<file path="config.mk">
export PLATFORM = sky130hd
export DESIGN_NAME = sata_prim_rx
export DESIGN_NICKNAME = d
export VERILOG_FILES = /design/src/rtl/sata_prims_pkg.sv /design/src/rtl/sata_prim_decode.sv /design/src/rtl/sata_prim_rx.sv
export SDC_FILE = /design/constraint.sdc
export NUM_CORES = 1
export LEC_CHECK = 0
export ABC_AREA = 1
export BUFFER_PORTS_ARGS = -buffer_cell sky130_fd_sc_hd__buf_2
export CAP_MARGIN = 20
export CORE_MARGIN = 3
export CORE_UTILIZATION = 45
export DETAILED_ROUTE_END_ITERATION = 10
export PLACE_DENSITY = 0.81
export SETUP_SLACK_MARGIN = 0.4
export SYNTH_ARGS = -nofsm -noshare
export SYNTH_HDL_FRONTEND = slang
export SYNTH_SLANG_ARGS = --single-unit
</file>
<file path="constraint.sdc">
create_clock -name clk -period 2.4 [get_ports clk]
set_clock_uncertainty 0.1 [all_clocks]
set_input_delay 0.6 -clock clk [delete_from_list [all_inputs] [get_ports clk]]
set_output_delay 0.6 -clock clk [all_outputs]
set_load 0.01 [all_outputs]
</file>
<file path="src/rtl/sata_prims_pkg.sv">
// Shared SATA primitive definitions: dword constants, prim_vec bit indices,
// receive-decoder state encoding and decode result struct.
package sata_prims_pkg;

    localparam int unsigned NUM_LINK_PRIMS = 16;
    localparam int unsigned DWORD_WIDTH    = 32;

    localparam logic [31:0] PRIM_ALIGN   = 32'h7B4A_4ABC;
    localparam logic [31:0] PRIM_CONT    = 32'h9999_AA7C;
    localparam logic [31:0] PRIM_SYNC    = 32'hB5B5_957C;
    localparam logic [31:0] PRIM_R_RDY   = 32'h4A4A_957C;
    localparam logic [31:0] PRIM_R_IP    = 32'h5555_B57C;
    localparam logic [31:0] PRIM_R_OK    = 32'h3535_B57C;
    localparam logic [31:0] PRIM_R_ERR   = 32'h5656_B57C;
    localparam logic [31:0] PRIM_SOF     = 32'h3737_B57C;
    localparam logic [31:0] PRIM_EOF     = 32'hD5D5_B57C;
    localparam logic [31:0] PRIM_X_RDY   = 32'h5757_B57C;
    localparam logic [31:0] PRIM_WTRM    = 32'h5858_B57C;
    localparam logic [31:0] PRIM_HOLD    = 32'hD5D5_AA7C;
    localparam logic [31:0] PRIM_HOLDA   = 32'h9595_AA7C;
    localparam logic [31:0] PRIM_DMAT    = 32'h3636_B57C;
    localparam logic [31:0] PRIM_PMREQ_P = 32'h1717_B57C;
    localparam logic [31:0] PRIM_PMREQ_S = 32'h7575_957C;
    localparam logic [31:0] PRIM_PMACK   = 32'h9595_957C;
    localparam logic [31:0] PRIM_PMNAK   = 32'hF5F5_957C;

    localparam int unsigned IDX_SYNC    = 0;
    localparam int unsigned IDX_R_RDY   = 1;
    localparam int unsigned IDX_R_IP    = 2;
    localparam int unsigned IDX_R_OK    = 3;
    localparam int unsigned IDX_R_ERR   = 4;
    localparam int unsigned IDX_SOF     = 5;
    localparam int unsigned IDX_EOF     = 6;
    localparam int unsigned IDX_X_RDY   = 7;
    localparam int unsigned IDX_WTRM    = 8;
    localparam int unsigned IDX_HOLD    = 9;
    localparam int unsigned IDX_HOLDA   = 10;
    localparam int unsigned IDX_DMAT    = 11;
    localparam int unsigned IDX_PMREQ_P = 12;
    localparam int unsigned IDX_PMREQ_S = 13;
    localparam int unsigned IDX_PMACK   = 14;
    localparam int unsigned IDX_PMNAK   = 15;

    typedef enum logic [1:0] {
        ST_NONE = 2'd0,
        ST_PRIM = 2'd1,
        ST_CONT = 2'd2
    } rx_state_e;

    typedef struct packed {
        logic                      is_align;
        logic                      is_cont;
        logic                      is_data;
        logic                      is_unknown;
        logic [NUM_LINK_PRIMS-1:0] onehot;
    } prim_dec_t;

endpackage

</file>
<file path="src/rtl/sata_prim_decode.sv">
// Combinational classifier: one PHY dword + charisk -> ALIGN/CONT/data/unknown
// flags and a one-hot link primitive.
module sata_prim_decode
    import sata_prims_pkg::*;
(
    input  logic [31:0] rx_data,
    input  logic [3:0]  rx_charisk,
    output prim_dec_t   dec_c
);

    always_comb begin
        dec_c = '0;
        if (rx_charisk == 4'b0000) begin
            dec_c.is_data = 1'b1;
        end else if (rx_charisk == 4'b0001) begin
            case (rx_data)
                PRIM_ALIGN:   dec_c.is_align              = 1'b1;
                PRIM_CONT:    dec_c.is_cont               = 1'b1;
                PRIM_SYNC:    dec_c.onehot[IDX_SYNC]      = 1'b1;
                PRIM_R_RDY:   dec_c.onehot[IDX_R_RDY]     = 1'b1;
                PRIM_R_IP:    dec_c.onehot[IDX_R_IP]      = 1'b1;
                PRIM_R_OK:    dec_c.onehot[IDX_R_OK]      = 1'b1;
                PRIM_R_ERR:   dec_c.onehot[IDX_R_ERR]     = 1'b1;
                PRIM_SOF:     dec_c.onehot[IDX_SOF]       = 1'b1;
                PRIM_EOF:     dec_c.onehot[IDX_EOF]       = 1'b1;
                PRIM_X_RDY:   dec_c.onehot[IDX_X_RDY]     = 1'b1;
                PRIM_WTRM:    dec_c.onehot[IDX_WTRM]      = 1'b1;
                PRIM_HOLD:    dec_c.onehot[IDX_HOLD]      = 1'b1;
                PRIM_HOLDA:   dec_c.onehot[IDX_HOLDA]     = 1'b1;
                PRIM_DMAT:    dec_c.onehot[IDX_DMAT]      = 1'b1;
                PRIM_PMREQ_P: dec_c.onehot[IDX_PMREQ_P]   = 1'b1;
                PRIM_PMREQ_S: dec_c.onehot[IDX_PMREQ_S]   = 1'b1;
                PRIM_PMACK:   dec_c.onehot[IDX_PMACK]     = 1'b1;
                PRIM_PMNAK:   dec_c.onehot[IDX_PMNAK]     = 1'b1;
                default:      dec_c.is_unknown            = 1'b1;
            endcase
        end else begin
            dec_c.is_unknown = 1'b1;
        end
    end

endmodule

</file>
<file path="src/rtl/sata_prim_rx.sv">
// SATA receive primitive decoder: registered one-hot primitive / data strobe
// with CONT expansion. Optional errored-dword counter: SATA_PRIM_RX_ERRCNT_EN.
module sata_prim_rx
    import sata_prims_pkg::*;
#(
    parameter int unsigned DATA_BYTE_WIDTH = 4,
    parameter int unsigned ERR_CNT_WIDTH   = 16
) (
    input  logic                         clk,
    input  logic                         rst_n,
    input  logic                         phy_ready,
    input  logic [DATA_BYTE_WIDTH*8-1:0] rx_data,
    input  logic [DATA_BYTE_WIDTH-1:0]   rx_charisk,
    input  logic [DATA_BYTE_WIDTH-1:0]   rx_err,
    output logic [NUM_LINK_PRIMS-1:0]    prim_vec,
    output logic                         data_valid,
    output logic [DATA_BYTE_WIDTH*8-1:0] data_out,
    output logic                         dword_err,
    output logic                         align_det,
    output logic                         unknown_prim,
    output logic                         cont_active,
    output logic [ERR_CNT_WIDTH-1:0]     err_cnt
);

    if (DATA_BYTE_WIDTH != 4) begin : g_width_check
        $error("sata_prim_rx: only DATA_BYTE_WIDTH=4 is supported");
    end

    prim_dec_t                 dec_c;
    rx_state_e                 state;
    logic [NUM_LINK_PRIMS-1:0] last_prim;

    sata_prim_decode u_decode (
        .rx_data    (rx_data),
        .rx_charisk (rx_charisk),
        .dec_c      (dec_c)
    );

    // Classification FSM; last_prim is zero exactly when state is ST_NONE.
    always_ff @(posedge clk or negedge rst_n) begin
        if (!rst_n) begin
            state        <= ST_NONE;
            last_prim    <= '0;
            prim_vec     <= '0;
            data_valid   <= 1'b0;
            data_out     <= '0;
            dword_err    <= 1'b0;
            align_det    <= 1'b0;
            unknown_prim <= 1'b0;
            cont_active  <= 1'b0;
        end else begin
            prim_vec     <= '0;
            data_valid   <= 1'b0;
            data_out     <= '0;
            dword_err    <= 1'b0;
            align_det    <= 1'b0;
            unknown_prim <= 1'b0;
            cont_active  <= 1'b0;
            if (!phy_ready) begin
                state     <= ST_NONE;
                last_prim <= '0;
            end else begin
                dword_err   <= |rx_err;
                cont_active <= (state == ST_CONT);
                if (dec_c.is_align) begin
                    align_det <= 1'b1;
                end else if (|dec_c.onehot) begin
                    prim_vec    <= dec_c.onehot;
                    last_prim   <= dec_c.onehot;
                    state       <= ST_PRIM;
                    cont_active <= 1'b0;
                end else begin
                    case (state)
                        ST_CONT: begin
                            // Scrambled junk between CONT and the next primitive.
                            prim_vec <= last_prim;
                        end
                        ST_PRIM: begin
                            if (dec_c.is_cont) begin
                                prim_vec    <= last_prim;
                                state       <= ST_CONT;
                                cont_active <= 1'b1;
                            end else if (dec_c.is_data) begin
                                data_valid <= 1'b1;
                                data_out   <= rx_data;
                                state      <= ST_NONE;
                                last_prim  <= '0;
                            end else begin
                                unknown_prim <= 1'b1;
                            end
                        end
                        default: begin
                            // CONT with no preceding primitive is dropped silently.
                            if (dec_c.is_data) begin
                                data_valid <= 1'b1;
                                data_out   <= rx_data;
                            end else if (dec_c.is_unknown) begin
                                unknown_prim <= 1'b1;
                            end
                        end
                    endcase
                end
            end
        end
    end

`ifdef SATA_PRIM_RX_ERRCNT_EN
    // Saturating count of errored dwords seen while the link is up.
    always_ff @(posedge clk or negedge rst_n) begin
        if (!rst_n) begin
            err_cnt <= '0;
        end else if (phy_ready && (|rx_err) && (err_cnt != '1)) begin
            err_cnt <= err_cnt + ERR_CNT_WIDTH'(1);
        end
    end
`else
    assign err_cnt = '0;
`endif

endmodule

</file>
==> impl_metrics.py, run 1 <==
metrics = {
    "run_status": {
        "status": "completed",
    },
    "clocking": {
        "holdBufCountCts": 0,
        "cts.path.max_buffers": 2,
        "clkTransAtPathRegs_ps": 80,
        "cts_buffers": 9,
        "clock_sinks": 71,
        "clockRootBuffer": "clkbuf_8",
        "clk-insertion-delay-late_ps": 360,
        "cts_htree_levels": 3,
        "cts_tree": "built",
    },
    "critical_path": {
        "crit_path_end_kind": "flip-flop",
        "crit_fanout": 8,
        "rrSetupSlack_ps": 370,
        "r2r-start": "state[0]",
        "slowest_stage": "nor3_4",
        "crit_chain": "buf_6 > inv_2 > nand2_2 > buf_6 > nor2_1 > nand2_1 > nor2_4 > inv_2 > nor3_4 > buf_12 > clkbuf_16 > nand3_1 > o21ai_1 > a21oi_1 > nor3_2",
        "r2r_cells": 6,
        "cp-start-kind": "input port",
        "crit_type": "in -> reg",
        "timing.critical_path.required_ps": 2570,
        "r2r_end": "unknown_prim",
        "slowest_delay_ps": 230,
        "crit_family": "simple AND/OR/NAND/NOR gates",
        "worstPathArrival_ps": 2400,
        "crit_buf_inv": 6,
    },
    "min_path": {
        "hp-class": "in -> async",
    },
    "pwr": {
        "cellPowerDensity_nw_per_um2": 456,
        "totalPowerFinal_mw": 2.71,
        "p_leak_nw": 3.24,
        "ir_drop_mv": 0.215,
    },
    "floorplan": {
        "die-area_sq_um": 10000,
        "die_h_microns": 100,
        "initial_core_util": 0.474,
        "rows": 33,
        "die_w_microns": 100,
        "io_pins": 112,
        "core-area_sq_um": 8380,
    },
    "drt": {
        "ant_nets": 0,
        "dr.pass1.iters": 6,
        "routedWlPerCell_microns": 16.3,
        "drt-total-wl_microns": 13500,
        "vias_per_cell": 5.42,
        "route.vias.total": 4511,
        "drt_iter0_markers": 460,
        "drc": 0,
    },
    "synthesis": {
        "synth_top_cell_by_area": "dfrtp_1",
        "syn_inst": 550,
        "yosys-top-cells-area": "dfrtp_1 (45%), nand2_1 (14%), nor2_1 (11%)",
        "ys_ff_latch": 71,
        "yosysTopAreaCellShare": 0.447,
        "syn_area_sq_um": 3980,
        "synth_seq_area_share": 0.447,
        "avgSynthCellArea_sq_um": 7.23,
        "synth_cell_type_count": 33,
        "yosysWarnings": 0,
    },
    "sta": {
        "fmax_ghz": 0.448,
        "fin_crit_sh": 0.931,
        "tns_ps": 0,
        "finalSetupViolCount": 0,
        "period_needed_ps": 2230,
        "slew_violations": 0,
        "tightest_slew_ps": 721,
        "finalHoldViolCount": 0,
        "maxSlewHeadroom": 0.519,
        "grt_setup_unrepaired": "true",
    },
    "finish": {
        "n_antenna_cell": 0,
        "drive_above_1_share": 0.440,
        "seqCellArea_sq_um": 1780,
        "multi_input_area_sq_um": 2240,
        "nFillCells": 600,
        "syn2layout_area_growth_pct": 49.5,
        "fin_area_sq_um": 5940,
        "nNetsFinal": 767,
    },
    "job": {
        "maxCapViolCount": 0,
    },
    "grt": {
        "grt_pass1_vias": 4097,
        "grt_pass1_wl_microns": 18800,
        "grt_max_degree": 72,
        "overflow": 0,
        "antenna_found_initial": 0,
        "track_usage": 0.234,
    },
    "placement": {
        "gp_congestion": 0.904,
        "portBuffers": 95,
        "place_area_sq_um": 4990,
        "dp_hpwl_microns": 8210,
    },
}
==> metrics by stage <==
step,hold WS (ps),util,instances,setup slack (ps)
6_report,158,0.709,832,167
5_1_grt,206,0.709,832,63.0
4_1_cts,172,0.629,815,248
3_5_place_dp,389,0.595,798,-258
3_3_place_gp,374,0.595,798,-218
2_1_floorplan,204,-,565,107
==> routing by layer <==
layer / vias to the layer above / track usage / part of all wire
li1: 2022 / - / -
met1: 2154 / 0.306 / 0.37
met4: 0 / 0.105 / 0.048
met2: 258 / 0.389 / 0.50
met5: - / 0 / 0
met3: 77 / 0.0306 / 0.076
==> worst reg2reg max path, cell delays in order, from the launching register on <==
cell      delay [ps]
dfrtp_1          410
inv_1             70
ha_1             300
clkinv_1         510
nand2_1          320
nand3_2          120
nor2_1           130
==> cells in the mapped netlist, drive strengths merged <==
cell type,instances
buf,25
conb,1
nand3,41
clkbuf,9
nor4b,1
inv,62
or4,1
nand4,8
o21bai,1
dfrtp,71
nor2,115
nor3,20
o211ai,1
or2,2
nor4,2
nand2,154
o21ai,16
ha,2
a21oi,16
nor3b,1
clkinv,1
==> placed cells by master, fill, tap and decap left out, types with 7 or more instances in the layout <==
cell type	synthesis	routed
clkbuf_8	0	10
conb_1	1	16
nor2_1	113	79
nand2_2	1	35
nand2_1	153	116
buf_2	2	91
buf_6	4	10
dfrtp_1	71	71
a21oi_1	16	11
nor3_2	9	12
nor3_1	10	7
nand3_2	2	12
nor2_2	2	24
nand3_1	39	20
o21ai_1	8	11
nand3_4	0	10
nand4_1	8	8
nor2_4	0	12
inv_1	58	55
buf_4	18	68
==> timing repair <==
action                     in CTS  in global routing
cloned                          1                  6
pin swaps                       1                 42
hold endpoints to repair        0                  0
gates resized for setup         9                122
buffers inserted                0                 11
setup endpoints to repair      36                 36
==> where the power goes <==
group          internal, mW  total (mW)  switching [mW]
Clock                 0.715        1.20           0.485
Sequential             1.20        1.20         0.00190
Combinational         0.119       0.308           0.189
==> logic make-up after synthesis <==
family / Yosys count / synth area share
simple gates: 345 / 0.378
other cells: 1 / 0.000943
fa+ha+maj: 2 / 0.00629
buf+inv: 97 / 0.124
compound gates: 34 / 0.0441
flops: 71 / 0.447
==> sequential cells by signal (all words and copies together), names as in the netlist <==
name	flops
prim_vec	16
unknown_prim	1
align_det	1
cont_active	1
state	2
data_valid	1
data_out	32
last_prim	16
dword_err	1
==> area by class of cell <==
| cell class | count | area share |
|---|---|---|
| clock buffer | 10 | 0.0232 |
| clock inverter | 6 | 0.0181 |
| inverter | 63 | 0.0419 |
| multi-input combinational | 398 | 0.377 |
| sequential | 71 | 0.299 |
| tap | 105 | 0.0221 |
| timing repair buffer | 179 | 0.218 |
==> worst max path at each step <==
stage	from	cells after the start	slack, ps	endpoint
after floorplan	rx_charisk[3]	13	110	last_prim[10]
after CTS	rx_charisk[3]	13	250	prim_vec[15]
final	rx_data[14]	15	170	prim_vec[13]
after detailed placement	rx_data[0]	15	-260	last_prim[3]
after global placement	rx_data[0]	15	-220	prim_vec[5]
after global routing	rx_data[14]	15	60	prim_vec[10]
Note: power is estimated with default switching activity, not from simulation.
==> run 2, diff against run 1 <==
--- a/config.mk
+++ b/config.mk
@@ -9,9 +9,11 @@
 export BUFFER_PORTS_ARGS = -buffer_cell sky130_fd_sc_hd__buf_2
 export CAP_MARGIN = 20
 export CORE_MARGIN = 3
-export CORE_UTILIZATION = 45
+export CORE_UTILIZATION = 57
 export DETAILED_ROUTE_END_ITERATION = 10
-export PLACE_DENSITY = 0.81
+export GPL_TIMING_DRIVEN = 0
+export PLACE_DENSITY = 0.95
+export RECOVER_POWER = 100
 export SETUP_SLACK_MARGIN = 0.4
 export SYNTH_ARGS = -nofsm -noshare
 export SYNTH_HDL_FRONTEND = slang
==> run 2 against run 1 <==
The flow now finishes with violations (max-capacitance violations, max-slew violations). Combinational power is 16% lower. Clock power fell by 31%. Worst setup slack worse by 110 ps. Sequential power about the same. Global-route usage grew 6.0 points. Wire length shrank 7.8%. Core utilization is 9.1 points higher. Design area is 12% lower. Via count is 3.4% lower. Die area shrank 20%. Critical path type unchanged.
==> impl_metrics.py, run 2 (synthesis results as in run 1) <==
metrics = {
    "placement": {
        "place_ws_ps": -372,
        "place_area_sq_um": 4670,
        "dp.cells": 753,
        "portBuffers": 95,
        "dp_hpwl_microns": 7980,
        "gp_congestion": 0.908,
    },
    "critical_path": {
        "crit_fanout": 8,
        "timing.critical_path.required_ps": 2570,
        "worstPathArrival_ps": 2510,
        "crit_path_end_kind": "flip-flop",
        "cp-start-kind": "input port",
        "crit_type": "in -> reg",
    },
    "floorplan": {
        "die_h_microns": 89.5,
        "initial_core_util": 0.605,
        "io_pins": 112,
        "die-area_sq_um": 8010,
        "rows": 29,
        "die_w_microns": 89.5,
        "core-area_sq_um": 6570,
    },
    "clocking": {
        "clkTransAtPathRegs_ps": 70,
        "clk-insertion-delay-late_ps": 350,
        "cts.path.max_buffers": 2,
        "cts_buffers": 9,
        "clock_sinks": 71,
        "holdBufCountCts": 0,
        "cts_tree": "built",
        "clockRootBuffer": "clkbuf_8",
        "cts_htree_levels": 3,
    },
    "sta": {
        "finalHoldViolCount": 0,
        "fmax_ghz": 0.427,
        "tightest_slew_ps": 1730,
        "fin_crit_sh": 0.975,
        "grt_setup_unrepaired": "true",
        "period_needed_ps": 2340,
        "maxSlewHeadroom": -0.153,
        "slew_violations": 72,
        "setup_slack_ps": 60.2,
        "finalSetupViolCount": 0,
    },
    "grt": {
        "grt_pass1_wl_microns": 18000,
        "grt_max_degree": 72,
        "grt_pass1_vias": 3909,
        "antenna_found_initial": 0,
        "overflow": 0,
        "track_usage": 0.294,
    },
    "drt": {
        "ant_nets": 0,
        "drc": 0,
        "routedWlPerCell_microns": 15.7,
        "dr.pass1.iters": 8,
        "route.vias.total": 4356,
        "drt_iter0_markers": 527,
        "vias_per_cell": 5.48,
        "drt-total-wl_microns": 12500,
    },
    "finish": {
        "drive_above_1_share": 0.272,
        "syn2layout_area_growth_pct": 32.3,
        "fin_area_sq_um": 5260,
        "layout_commonest_cell": "nand2_1",
        "top_regs": "data_out (32), last_prim (16), prim_vec (16)",
        "final_cell_mix": "nand2_1 (137), nor2_1 (84), dfrtp_1 (71)",
        "largest_reg_flops": 32,
        "instances_no_fill": 795,
        "regMostFlops": "data_out",
        "nFillCells": 436,
        "nNetsFinal": 742,
        "n_antenna_cell": 0,
        "final_util": 0.801,
    },
    "pwr": {
        "ir_drop_mv": 0.319,
        "p_leak_nw": 2.77,
        "cellPowerDensity_nw_per_um2": 436,
    },
    "run_status": {
        "violations": "max-capacitance violations, max-slew violations",
        "status": "finished, violations left",
    },
    "job": {
        "maxCapViolCount": 1,
    },
    "min_path": {
        "hp-class": "in -> reg",
    },
}
-- run 2: cell type report --
class | instances | area, sq um | share of cell area
plain buffers | 34 | 268 | 0.0509
clock buffers | 12 | 135 | 0.0257
clock inverters | 4 | 22.5 | 0.00428
inverters | 63 | 249 | 0.0474
multi-input cells | 398 | 2090 | 0.397
flip-flops and latches | 71 | 1780 | 0.338
well taps | 93 | 116 | 0.0221
repair buffers | 120 | 602 | 0.114
-- run 2: worst max-delay path: stages --
cell and delay, ps:
buf_6 90, or2_4 250, nor3b_4 330, buf_6 240
nand3_2 130, nand2_1 110, nor2_2 50, nand2_2 80
nor2_4 50, buf_8 140, inv_12 70, clkbuf_2 170
a21oi_1 60, nor3_2 130
-- run 2: timing repair --
| item | 4_1_cts | 5_1_grt |
|---|---|---|
| setup endpoints to repair | 66 | 36 |
| cloned | 1 | 2 |
| pin swaps | 6 | 24 |
| setup buffers | 10 | 13 |
| gates resized for setup | 31 | 54 |
-- run 2: path summary, 6_finish.rpt --
check                                   start      endpoint  slack, ps  cells after the start
min in group asynchronous               rst_n  data_out[23]        590                      1
worst min-delay path               rx_data[2]   data_out[2]        370                      3
worst min register to register   last_prim[5]  last_prim[5]        400                      2
worst max-delay path            rx_charisk[2]  prim_vec[13]         60                     14
worst max register to register       state[0]   prim_vec[6]        280                      8
max in group asynchronous               rst_n     align_det        580                      1
-- run 2: stage by stage --
| stage | hold slack, ps | setup TNS [ps] | power [mW] |
|---|---|---|---|
| global route | 378 | -8.18 | 2.37 |
| finish | 369 | 0 | 2.29 |
| floorplan | 204 | 0 | 1.35 |
| detailed placement | 382 | -9790 | 1.46 |
| CTS | 295 | 0 | 2.27 |
| global placement | 373 | -8830 | 1.45 |
-- run 2: metal layers --
| metal | global-route usage | share of wire |
|---|---|---|
| met4 | 0.111 | 0.043 |
| met3 | 0.0599 | 0.11 |
| met1 | 0.370 | 0.37 |
| met2 | 0.500 | 0.48 |
| met5 | 0 | 0 |
-- run 2: where the power goes --
group          total, mW  leakage [nW]  switching, mW  internal (mW)
Clock              0.827        0.0801          0.456          0.371
Sequential          1.20         0.986        0.00195           1.20
Combinational      0.260          1.70          0.173         0.0872
Total               2.29          2.77          0.631           1.66
